### src/rtl/debounce_scheduler.sv
// Multi-channel debouncer: one prescaler and one scan engine shared across all channels, with level-change events reported over valid/ready.
// Define DEBOUNCE_EVENT_FIFO_EN for a FIFO_DEPTH-entry event queue; otherwise a single holding register is used.
module debounce_scheduler #(
   parameter int CHANNELS   = 4,
   parameter int TICK_DIV   = 1000,
   parameter int STABLE_CNT = 8,
   parameter int FIFO_DEPTH = 4
) (
   input  logic                        clk,
   input  logic                        rst,
   input  logic [CHANNELS-1:0]         signal_in,
   output logic [CHANNELS-1:0]         signal_out,
   output logic                        evt_valid,
   input  logic                        evt_ready,
   output logic [$clog2(CHANNELS)-1:0] evt_chan,
   output logic                        evt_level,
   output logic                        evt_overflow,
   output logic                        busy
);

   localparam int CHW  = $clog2(CHANNELS);
   localparam int CNTW = $clog2(STABLE_CNT + 1);
   localparam int PW   = $clog2(TICK_DIV);
   localparam int EW   = CHW + 1;

   generate
      if (CHANNELS < 2 || CHANNELS > 32) begin : g_bad_channels
         $error("debounce_scheduler: CHANNELS must be 2..32");
      end
      if (TICK_DIV < CHANNELS + 2) begin : g_bad_tick_div
         $error("debounce_scheduler: TICK_DIV must be >= CHANNELS+2");
      end
      if (STABLE_CNT < 2) begin : g_bad_stable_cnt
         $error("debounce_scheduler: STABLE_CNT must be >= 2");
      end
      if (FIFO_DEPTH < 2 || (FIFO_DEPTH & (FIFO_DEPTH - 1)) != 0) begin : g_bad_depth
         $error("debounce_scheduler: FIFO_DEPTH must be a power of two >= 2");
      end
   endgenerate

   typedef enum logic {IDLE, SCAN} state_t;

   state_t                state_q, state_d;
   logic [CHW-1:0]        ch_q, ch_d;
   logic [PW-1:0]         presc_q, presc_d;
   logic [CHANNELS-1:0]   sync1_q, sync1_d, sync2_q, sync2_d;
   logic [CHANNELS-1:0]   out_q, out_d;
   logic [CNTW-1:0]       cnt_q [CHANNELS];
   logic [CNTW-1:0]       cnt_d [CHANNELS];
   logic                  valid_q, valid_d;
   logic                  ovf_q, ovf_d;
   logic                  tick;
   logic                  push;
   logic                  push_level;
   logic                  pop;
   logic [EW-1:0]         head;

   always_comb begin
      sync1_d = signal_in;
      sync2_d = sync1_q;
      tick    = (presc_q == PW'(TICK_DIV - 1));
      presc_d = tick ? '0 : presc_q + PW'(1);
   end

   always_ff @(posedge clk or posedge rst) begin
      if (rst) begin
         sync1_q <= '0;
         sync2_q <= '0;
         presc_q <= '0;
      end else begin
         sync1_q <= sync1_d;
         sync2_q <= sync2_d;
         presc_q <= presc_d;
      end
   end

   always_ff @(posedge clk or posedge rst) begin
      if (rst) begin
         state_q <= IDLE;
         ch_q    <= '0;
      end else begin
         state_q <= state_d;
         ch_q    <= ch_d;
      end
   end

   always_comb begin
      state_d = state_q;
      ch_d    = ch_q;
      case (state_q)
         IDLE: if (tick) begin
            state_d = SCAN;
            ch_d    = '0;
         end
         SCAN: if (ch_q == CHW'(CHANNELS - 1)) begin
            state_d = IDLE;
         end else begin
            ch_d = ch_q + CHW'(1);
         end
         default: state_d = IDLE;
      endcase
   end

   always_comb begin
      busy = (state_q == SCAN);
   end

   // One channel per scan cycle: a matching sample clears its count, enough differing samples flip the level.
   always_comb begin
      cnt_d      = cnt_q;
      out_d      = out_q;
      push       = 1'b0;
      push_level = ~out_q[ch_q];
      if (busy) begin
         if (sync2_q[ch_q] == out_q[ch_q]) begin
            cnt_d[ch_q] = '0;
         end else if (cnt_q[ch_q] == CNTW'(STABLE_CNT - 1)) begin
            out_d[ch_q] = ~out_q[ch_q];
            cnt_d[ch_q] = '0;
            push        = 1'b1;
         end else begin
            cnt_d[ch_q] = cnt_q[ch_q] + CNTW'(1);
         end
      end
   end

   always_ff @(posedge clk or posedge rst) begin
      if (rst) begin
         out_q <= '0;
         for (int i = 0; i < CHANNELS; i++) cnt_q[i] <= '0;
      end else begin
         out_q <= out_d;
         cnt_q <= cnt_d;
      end
   end

   assign pop = valid_q && evt_ready;

`ifdef DEBOUNCE_EVENT_FIFO_EN
   localparam int AW = $clog2(FIFO_DEPTH);

   logic [EW-1:0] mem_q [FIFO_DEPTH];
   logic [EW-1:0] mem_d [FIFO_DEPTH];
   logic [AW-1:0] wr_q, wr_d, rd_q, rd_d;
   logic [AW:0]   count_q, count_d;
   logic          full;
   logic          wr_en;

   // A pop frees the slot the same cycle, so a full queue still accepts a push alongside a pop.
   always_comb begin
      mem_d   = mem_q;
      wr_d    = wr_q;
      rd_d    = rd_q;
      count_d = count_q;
      ovf_d   = ovf_q;
      full    = (count_q == (AW + 1)'(FIFO_DEPTH));
      wr_en   = push && (!full || pop);
      if (pop) rd_d = rd_q + AW'(1);
      if (wr_en) begin
         mem_d[wr_q] = {ch_q, push_level};
         wr_d        = wr_q + AW'(1);
      end else if (push) begin
         ovf_d = 1'b1;
      end
      if (wr_en && !pop) count_d = count_q + (AW + 1)'(1);
      else if (!wr_en && pop) count_d = count_q - (AW + 1)'(1);
      valid_d = (count_d != '0);
      head    = mem_q[rd_q];
   end

   always_ff @(posedge clk or posedge rst) begin
      if (rst) begin
         for (int i = 0; i < FIFO_DEPTH; i++) mem_q[i] <= '0;
         wr_q    <= '0;
         rd_q    <= '0;
         count_q <= '0;
         valid_q <= 1'b0;
         ovf_q   <= 1'b0;
      end else begin
         mem_q   <= mem_d;
         wr_q    <= wr_d;
         rd_q    <= rd_d;
         count_q <= count_d;
         valid_q <= valid_d;
         ovf_q   <= ovf_d;
      end
   end
`else
   logic [EW-1:0] hold_q, hold_d;
   logic          accept;

   always_comb begin
      hold_d  = hold_q;
      ovf_d   = ovf_q;
      valid_d = valid_q;
      accept  = push && (!valid_q || pop);
      if (accept) begin
         hold_d  = {ch_q, push_level};
         valid_d = 1'b1;
      end else begin
         if (push) ovf_d = 1'b1;
         if (pop) valid_d = 1'b0;
      end
      head = hold_q;
   end

   always_ff @(posedge clk or posedge rst) begin
      if (rst) begin
         hold_q  <= '0;
         valid_q <= 1'b0;
         ovf_q   <= 1'b0;
      end else begin
         hold_q  <= hold_d;
         valid_q <= valid_d;
         ovf_q   <= ovf_d;
      end
   end
`endif

   assign signal_out   = out_q;
   assign evt_valid    = valid_q;
   assign evt_chan     = head[EW-1:1];
   assign evt_level    = head[0];
   assign evt_overflow = ovf_q;

endmodule
### config.mk
export PLATFORM = sky130hd
export DESIGN_NAME = debounce_scheduler
export DESIGN_NICKNAME = d
export VERILOG_FILES = /design/src/rtl/debounce_scheduler.sv
export SDC_FILE = /design/constraint.sdc
export NUM_CORES = 1
export LEC_CHECK = 0
export ABC_AREA = 1
export BUFFER_PORTS_ARGS = -buffer_cell sky130_fd_sc_hd__buf_2
export CAP_MARGIN = 10
export CELL_PAD_IN_SITES_DETAIL_PLACEMENT = 1
export CELL_PAD_IN_SITES_GLOBAL_PLACEMENT = 2
export CORE_MARGIN = 5
export CORE_UTILIZATION = 28
export DETAILED_ROUTE_END_ITERATION = 10
export GPL_ROUTABILITY_DRIVEN = 0
export PLACE_DENSITY = 0.63
export SYNTH_ARGS = -nofsm -noshare
export SYNTH_HDL_FRONTEND = slang
export SYNTH_SLANG_ARGS = --single-unit
### constraint.sdc
create_clock -name clk -period 2.3 [get_ports clk]
set_clock_uncertainty 0.1 [all_clocks]
set_input_delay 0.46 -clock clk [delete_from_list [all_inputs] [get_ports clk]]
set_output_delay 0.46 -clock clk [all_outputs]
set_load 0.01 [all_outputs]
==> metrics.md, run 1 <==
| Metric | Value |
|---|---|
| Crit start category | `register` |
| RR Startpoint | `ch_q[0]` |
| Synth cell types | `30` |
| Cts hold-fix bufs | `0` |
| Die Ht | `roughly 100 um` |
| Critical path type | `register to register` |
| Synth Flop Type | `dfrtp_1` |
| Reg-to-reg slack, setup | `approximately 280 ps` |
| Setup ws final | `approximately 280 ps` |
| Unrepaired setup endpoints after global routing | `no` |
| Final Slew Violations | `0` |
| Setup TNS | `0 ps` |
| Combinational share of power | `roughly 3.3%` |
| Status | `finished clean` |
| WL final | `about 5.4 mm` |
| Root buf cell | `clkbuf_8` |
| Clk pwr share | `approximately 37%` |
| Fin crit period | `roughly 2000 ps` |
| Final worst path period share | `between 80% and 90%` |
| Worst hold path type | `input port to async pin` |
| Terminus of the critical flop-to-flop path | `cnt_q[11]` |
| Max-cap viol count | `0` |
| Slew @ Worst Pin | `between 500 and 600 ps` |
| GR Util met1 | `between 10% and 20%` |
| R2R cell count | `13` |
| Detailed Routing Iterations Pass 1 | `4` |
| Gr busiest metal | `met2` |
| Worst-path clk slew | `approximately 90 ps` |
| First-pass GRT wire length | `about 9.4 mm` |
| Async set-reset flop share out of synthesis | `between 90% and 100%` |
| Post-synthesis cell count | `272` |
| Syn Std Cell Area | `around 2400 um^2` |
| Met2 Track Usage GR | `between 15 and 20%` |
| Setup Fix Bufs, Post-CTS | `0` |
| DP Cell Count | `393` |
| Critical path required time | `between 2000 and 2500 ps` |
| Switching share of total power | `a little under a quarter` |
| Avg Cell Area, Syn | `between 8 and 9 um^2` |
| Input/output buffers | `16` |
| Int Pwr | `between 1 and 1.5 mW` |
| Hold Vio Cnt, Final | `0` |
| Commonest cells after routing, fill and taps aside | `nand2_1, dfrtp_1, nand3_1, inv_1` |
| Vias | `~1800` |
| Congestion Overflow GR | `0` |
| Pwr dens | `about 520 nW/um^2` |
| Pre-CTS setup slack | `roughly 270 ps` |
| CTS resizes | `0` |
| Chip Width | `102 um` |
| EDFF count, synth | `0` |
| Most common cell after layout, fill and taps aside | `nand2_1` |
| Post-synth net total | `around 290` |
| Total CTS buffers | `5` |
| # clock sinks | `46` |
| TritonCTS clock tree | `done` |
| Yosys warning total | `0` |
| Max Clk Rate | `between 0.4 and 0.5 GHz` |
| Yosys reg bits | `46` |
| H-tree depth | `2` |
| Initial antenna violation count | `0` |
| Met3 usage | `around 2.6%` |
| Leakage power | `~1.4 nW` |
| Clock buffer depth | `2` |
| Max Fanout on Critical Path | `10` |
| Initial core utilization | `28.7%` |
| Layout area overhead | `13.1%` |
| Dpl hpwl | `roughly 4.2 mm` |
| Sw Pwr | `326 uW` |
| Vias in the first global route | `approximately 1800` |
| Core Area | `about 8000 um^2` |
| CP endpoint kind | `register` |
| Final std cells w/o fill | `roughly 400` |
| Largest net degree at the start of global routing | `28` |
| Drt initial violations | `about 40` |
| FP Rows | `33` |
| Per-cell routed wire length | `13.4 um` |
| Die area | `slightly above 10000 um^2` |
| GRT Util Overall | `about an eighth` |
| CP arrival | `between 2000 and 2500 ps` |
| Vias per cell | `4.41` |
| Final-stage net count | `308` |
| DRT antenna net count | `0` |
| Layout cells sized above 1 | `between 10% and 20%` |
| I/O pins | `17` |
| Maximum vdd drop | `around 250 uV` |
| Drc violations | `0` |
| Sequential cell area fraction in the yosys report | `between 40 and 50%` |
| Max-slew headroom | `66.1%` |
| Final-layout fill cell count | `between 1000 and 1500` |
| Power Total | `around 1.4 mW` |
| Final Setup Violations | `0` |
| ANT cells | `0` |
| Seq pwr share | `approximately three fifths` |
| Worst skew pair latency | `300 ps` |
## synthesized netlist by cell type, types with 2 or more instances
master    instances  area share, %
a21oi_1           8            1.7
buf_6             3            1.4
dfrtp_1          46             49
ha_1              6            3.2
inv_1            21            3.3
inv_2             2           0.32
nand2_1         103             16
nand2_2           5            1.3
nand2_4           2           0.96
nand3_1          20            4.3
nand3_2           5            2.1
nand3b_1          2           0.64
nand4_1           4            1.1
nor2_1           16            2.6
nor2_4            4            1.9
nor2_8            3            2.6
o21ai_0           6            1.3
o21ai_1           2           0.43
xor2_1            3            1.1
## final cells by class
cell class	instances	area, um^2	share of cell area [%]
Clock buffer	5	68.8	2.58
Clock inverter	3	22.5	0.846
Inverter	24	95.1	3.57
Multi-Input combinational cell	197	1060	39.9
Sequential cell	46	1150	43.2
Tap cell	105	131	4.93
Timing Repair Buffer	21	130	4.89
## metal layers
layer	vias up	routed length, um	part of all wire, %
met2	19	2520	47
met5	-	0	0
met4	0	29	0.54
met1	842	2660	49
met3	2	175	3.3
li1	904	-	-
## how the worst max path moves through the flow
stage,endpoint,cells after the start,start
5_1_grt,head[1],12,ch_q[0]
6_report,cnt_q[11],13,ch_q[0]
2_1_floorplan,cnt_q[0],13,ch_q[1]
3_3_place_gp,head[1],10,ch_q[0]
4_1_cts,cnt_q[9],13,ch_q[0]
3_5_place_dp,cnt_q[9],13,ch_q[0]
## flip-flops by register name, summed over array words and instances (netlist names)
signal and cells:
busy 1, ch_q 2, cnt_q 16, evt_overflow 1, evt_valid 1, head 3
presc_q 10, signal_out 4, sync1_q 4, sync2_q 4
## critical path: stages (launching register included)
cell     delay, ps
dfrtp_1        510
inv_2          180
nand2_1         70
nand3_1         60
nand2_1         70
inv_1           60
ha_1           220
nand3_4        130
nor2_8         160
inv_6           70
nand2_8        120
nor2_4          40
nand2_1         70
nand2_1         50
## metrics by stage
stage	util, %	cell area (um^2)	hold slack (ps)
floorplan	-	2350	231
global placement	31.3	2570	235
detailed placement	31.3	2570	236
CTS	32.4	2660	69.0
global route	32.4	2660	85.9
finish	32.4	2660	70.7
## power groups by stage
stage	Combinational, mW	Clock (mW)	Sequential, mW
6_report	0.0452	0.512	0.817
5_1_grt	0.0527	0.592	0.819
4_1_cts	0.0479	0.553	0.818
3_5_place_dp	0.0479	0	0.834
3_3_place_gp	0.0478	0	0.834
2_1_floorplan	0.0289	0	0.833
## logic make-up (layout without fill, tap and decap cells)
family,Yosys count,count (layout),synth area share [%]
xor gates and xnor gates,4,4,1.49
and+or+nand+nor,170,170,36.7
adders and majority gates,6,6,3.19
AOI/OAI and AO/OA,17,17,3.77
buffers and inverters,29,53,5.95
DFF,46,46,48.9
No activity file was read; power rests on OpenSTA's default activity.
==> inputs of run 2 (changes only) <==
--- a/config.mk
+++ b/config.mk
@@ -11,10 +11,10 @@
 export CELL_PAD_IN_SITES_DETAIL_PLACEMENT = 1
 export CELL_PAD_IN_SITES_GLOBAL_PLACEMENT = 2
 export CORE_MARGIN = 5
-export CORE_UTILIZATION = 28
+export CORE_UTILIZATION = 39
 export DETAILED_ROUTE_END_ITERATION = 10
 export GPL_ROUTABILITY_DRIVEN = 0
-export PLACE_DENSITY = 0.63
+export PLACE_DENSITY = 0.83
 export SYNTH_ARGS = -nofsm -noshare
 export SYNTH_HDL_FRONTEND = slang
 export SYNTH_SLANG_ARGS = --single-unit
==> constraint.sdc (replaced) <==
create_clock -name clk -period 2.4 [get_ports clk]
set_clock_uncertainty 0.1 [all_clocks]
set_input_delay 0.48 -clock clk [delete_from_list [all_inputs] [get_ports clk]]
set_output_delay 0.48 -clock clk [all_outputs]
set_load 0.01 [all_outputs]
==> run 2 against run 1 <==
Net effect:
- non-clock buffer count did not move
- maximum frequency shrank 5.3%
- die area fell by 26%
==> metrics.md, run 2 (synthesis gave the netlist of run 1 again) <==
| Metric | Value |
|---|---|
| Status | `finished clean` |
| Commonest cells after routing, fill and taps aside | `nand2_1, dfrtp_1, nand3_1, inv_1` |
| Crit-path max cell delay | `between 400 and 500 ps` |
| I/O pins | `17` |
| Initial antenna violation count | `0` |
| WHS | `a little under 90 ps` |
| Per-cell routed wire length | `between 10 and 15 um` |
| Slew @ Worst Pin | `~500 ps` |
| Max reg flops | `16` |
| Max Clk Rate | `roughly 0.47 GHz` |
| Drc violations | `0` |
| Leakage power | `1.37 nW` |
| M1 WL | `~2.6 mm` |
| Worst hold path type | `input port to async pin` |
| Max-cap viol count | `0` |
| FP Rows | `28` |
| Clk pwr share | `about 38%` |
| GRT Util Overall | `between 10% and 20%` |
| Chip Width | `87.7 um` |
| Max Fanout on Critical Path | `7` |
| Final worst path period share | `approximately 90%` |
| Initial core utilization | `between 40% and 50%` |
| Pwr dens | `504 nW/um^2` |
| Worst-path clk slew | `90 ps` |
| Register area | `between 1000 and 1500 um^2` |
| Final-stage net count | `between 300 and 400` |
| Hold Vio Cnt, Final | `0` |
| Largest net degree at the start of global routing | `26` |
| CP arrival | `about 2200 ps` |
| Final Setup Violations | `0` |
| Met3 WL | `roughly 180 um` |
| Layout area overhead | `11.6%` |
| Critical path type | `register to register` |
| Crit start category | `register` |
| # clock sinks | `46` |
| Int Pwr | `~1 mW` |
| DRT antenna net count | `0` |
| ANT cells | `0` |
| Congestion Overflow GR | `0` |
| Clock buffer depth | `2` |
| Sw Pwr | `319 uW` |
| Drt initial violations | `about 80` |
| CP delay by family, top | `simple AND/OR/NAND/NOR gates` |
| Vias in the first global route | `about 1900` |
| Setup ws final | `around 270 ps` |
| Worst skew pair latency | `about 310 ps` |
| Seq pwr share | `just under 60%` |
| Setup TNS | `0 ps` |
| First-pass GRT wire length | `9.16 mm` |
| WL final | `5.15 mm` |
| WP buf/inv | `2` |
| Routed wl met2 | `2.23 mm` |
| Biggest regs | `cnt_q: 16 flops, presc_q: 10 flops` |
| Die Ht | `87.7 um` |
| Multi-input logic area | `1060 um^2` |
| Root buf cell | `clkbuf_8` |
| Input/output buffers | `16` |
| Core Area | `around 5900 um^2` |
| Dpl hpwl | `a little over 4 mm` |
| Slowest-stage cell, CP | `dfrtp_1` |
| Switching share of total power | `24.1%` |
| Final std cells w/o fill | `roughly 370` |
| Final-layout fill cell count | `730` |
| Die area | `around 7700 um^2` |
| Maximum vdd drop | `a little under 400 uV` |
| Worst path cell trace | `inv_2 -> o21ai_1 -> o21ai_2 -> ha_1 -> nand3_4 -> nor2_8 -> inv_6 -> nand2_8 -> nor2_4 -> nand2_1 -> nand2_1` |
| Detailed Routing Iterations Pass 1 | `4` |
| CP endpoint kind | `register` |
| Fin crit period | `~2100 ps` |
| CTS resizes | `0` |
| Unrepaired setup endpoints after global routing | `no` |
| Power Total | `~1.3 mW` |
| Pre-CTS setup slack | `approximately 240 ps` |
| H-tree depth | `2` |
| Critical path required time | `2500 ps` |
| Top reg by flops | `cnt_q` |
| Most used cell, CP | `nand2_1` |
| Most common cell after layout, fill and taps aside | `nand2_1` |
| TritonCTS clock tree | `done` |
| DP Cell Count | `roughly 360` |
| Cts hold-fix bufs | `0` |
| Combinational share of power | `about 3.2%` |
| Top Metal Used | `met4` |
| Vias per cell | `4.86` |
| Max-slew headroom | `roughly 67%` |
| Final Slew Violations | `0` |
| Setup Fix Bufs, Post-CTS | `0` |
| Total CTS buffers | `5` |
| Layout cells sized above 1 | `19.3%` |
| Vias | `roughly 1800` |
[run 2: per-layer routing]
| metal | GRT usage [%] | up-vias |
|---|---|---|
| met5 | 0 | - |
| met4 | 5.58 | 0 |
| met2 | 23.2 | 23 |
| li1 | - | 903 |
| met3 | 3.29 | 8 |
| met1 | 21.6 | 869 |
[run 2: cell type report]
class	instances	share of cell area [%]
Clock buffer	5	2.62
Clock inverter	3	0.952
Multi-Input combinational cell	197	40.5
Inverter	24	3.62
Timing Repair Buffer	21	4.95
Tap cell	75	3.57
Sequential cell	46	43.8
[run 2: power by group through the flow]
stage | sequential (mW) | clock, mW | combinational (mW)
3_3_place_gp | 0.798 | 0 | 0.0435
3_5_place_dp | 0.799 | 0 | 0.0449
2_1_floorplan | 0.798 | 0 | 0.0277
6_report | 0.783 | 0.497 | 0.0427
5_1_grt | 0.784 | 0.553 | 0.0498
4_1_cts | 0.783 | 0.526 | 0.0450
[run 2: stage by stage]
step | area [um^2] | utilization, %
after floorplan | 2350 | -
after global placement | 2530 | 43.0
after detailed placement | 2530 | 43.0
after CTS | 2630 | 44.6
after global routing | 2630 | 44.6
final | 2630 | 44.6
[run 2: path summary, 6_finish.rpt]
kind | from | endpoint | depth (start not counted) | slack [ps]
worst max register to register | ch_q[0] | cnt_q[15] | 11 | 270
worst min-delay path | rst | presc_q[0] | 2 | 90
min in group clk | signal_in[0] | sync1_q[0] | 1 | 170
worst max-delay path | ch_q[0] | cnt_q[15] | 11 | 270
max in group asynchronous | rst | cnt_q[2] | 3 | 1610
worst min register to register | sync1_q[1] | sync2_q[1] | 0 | 260
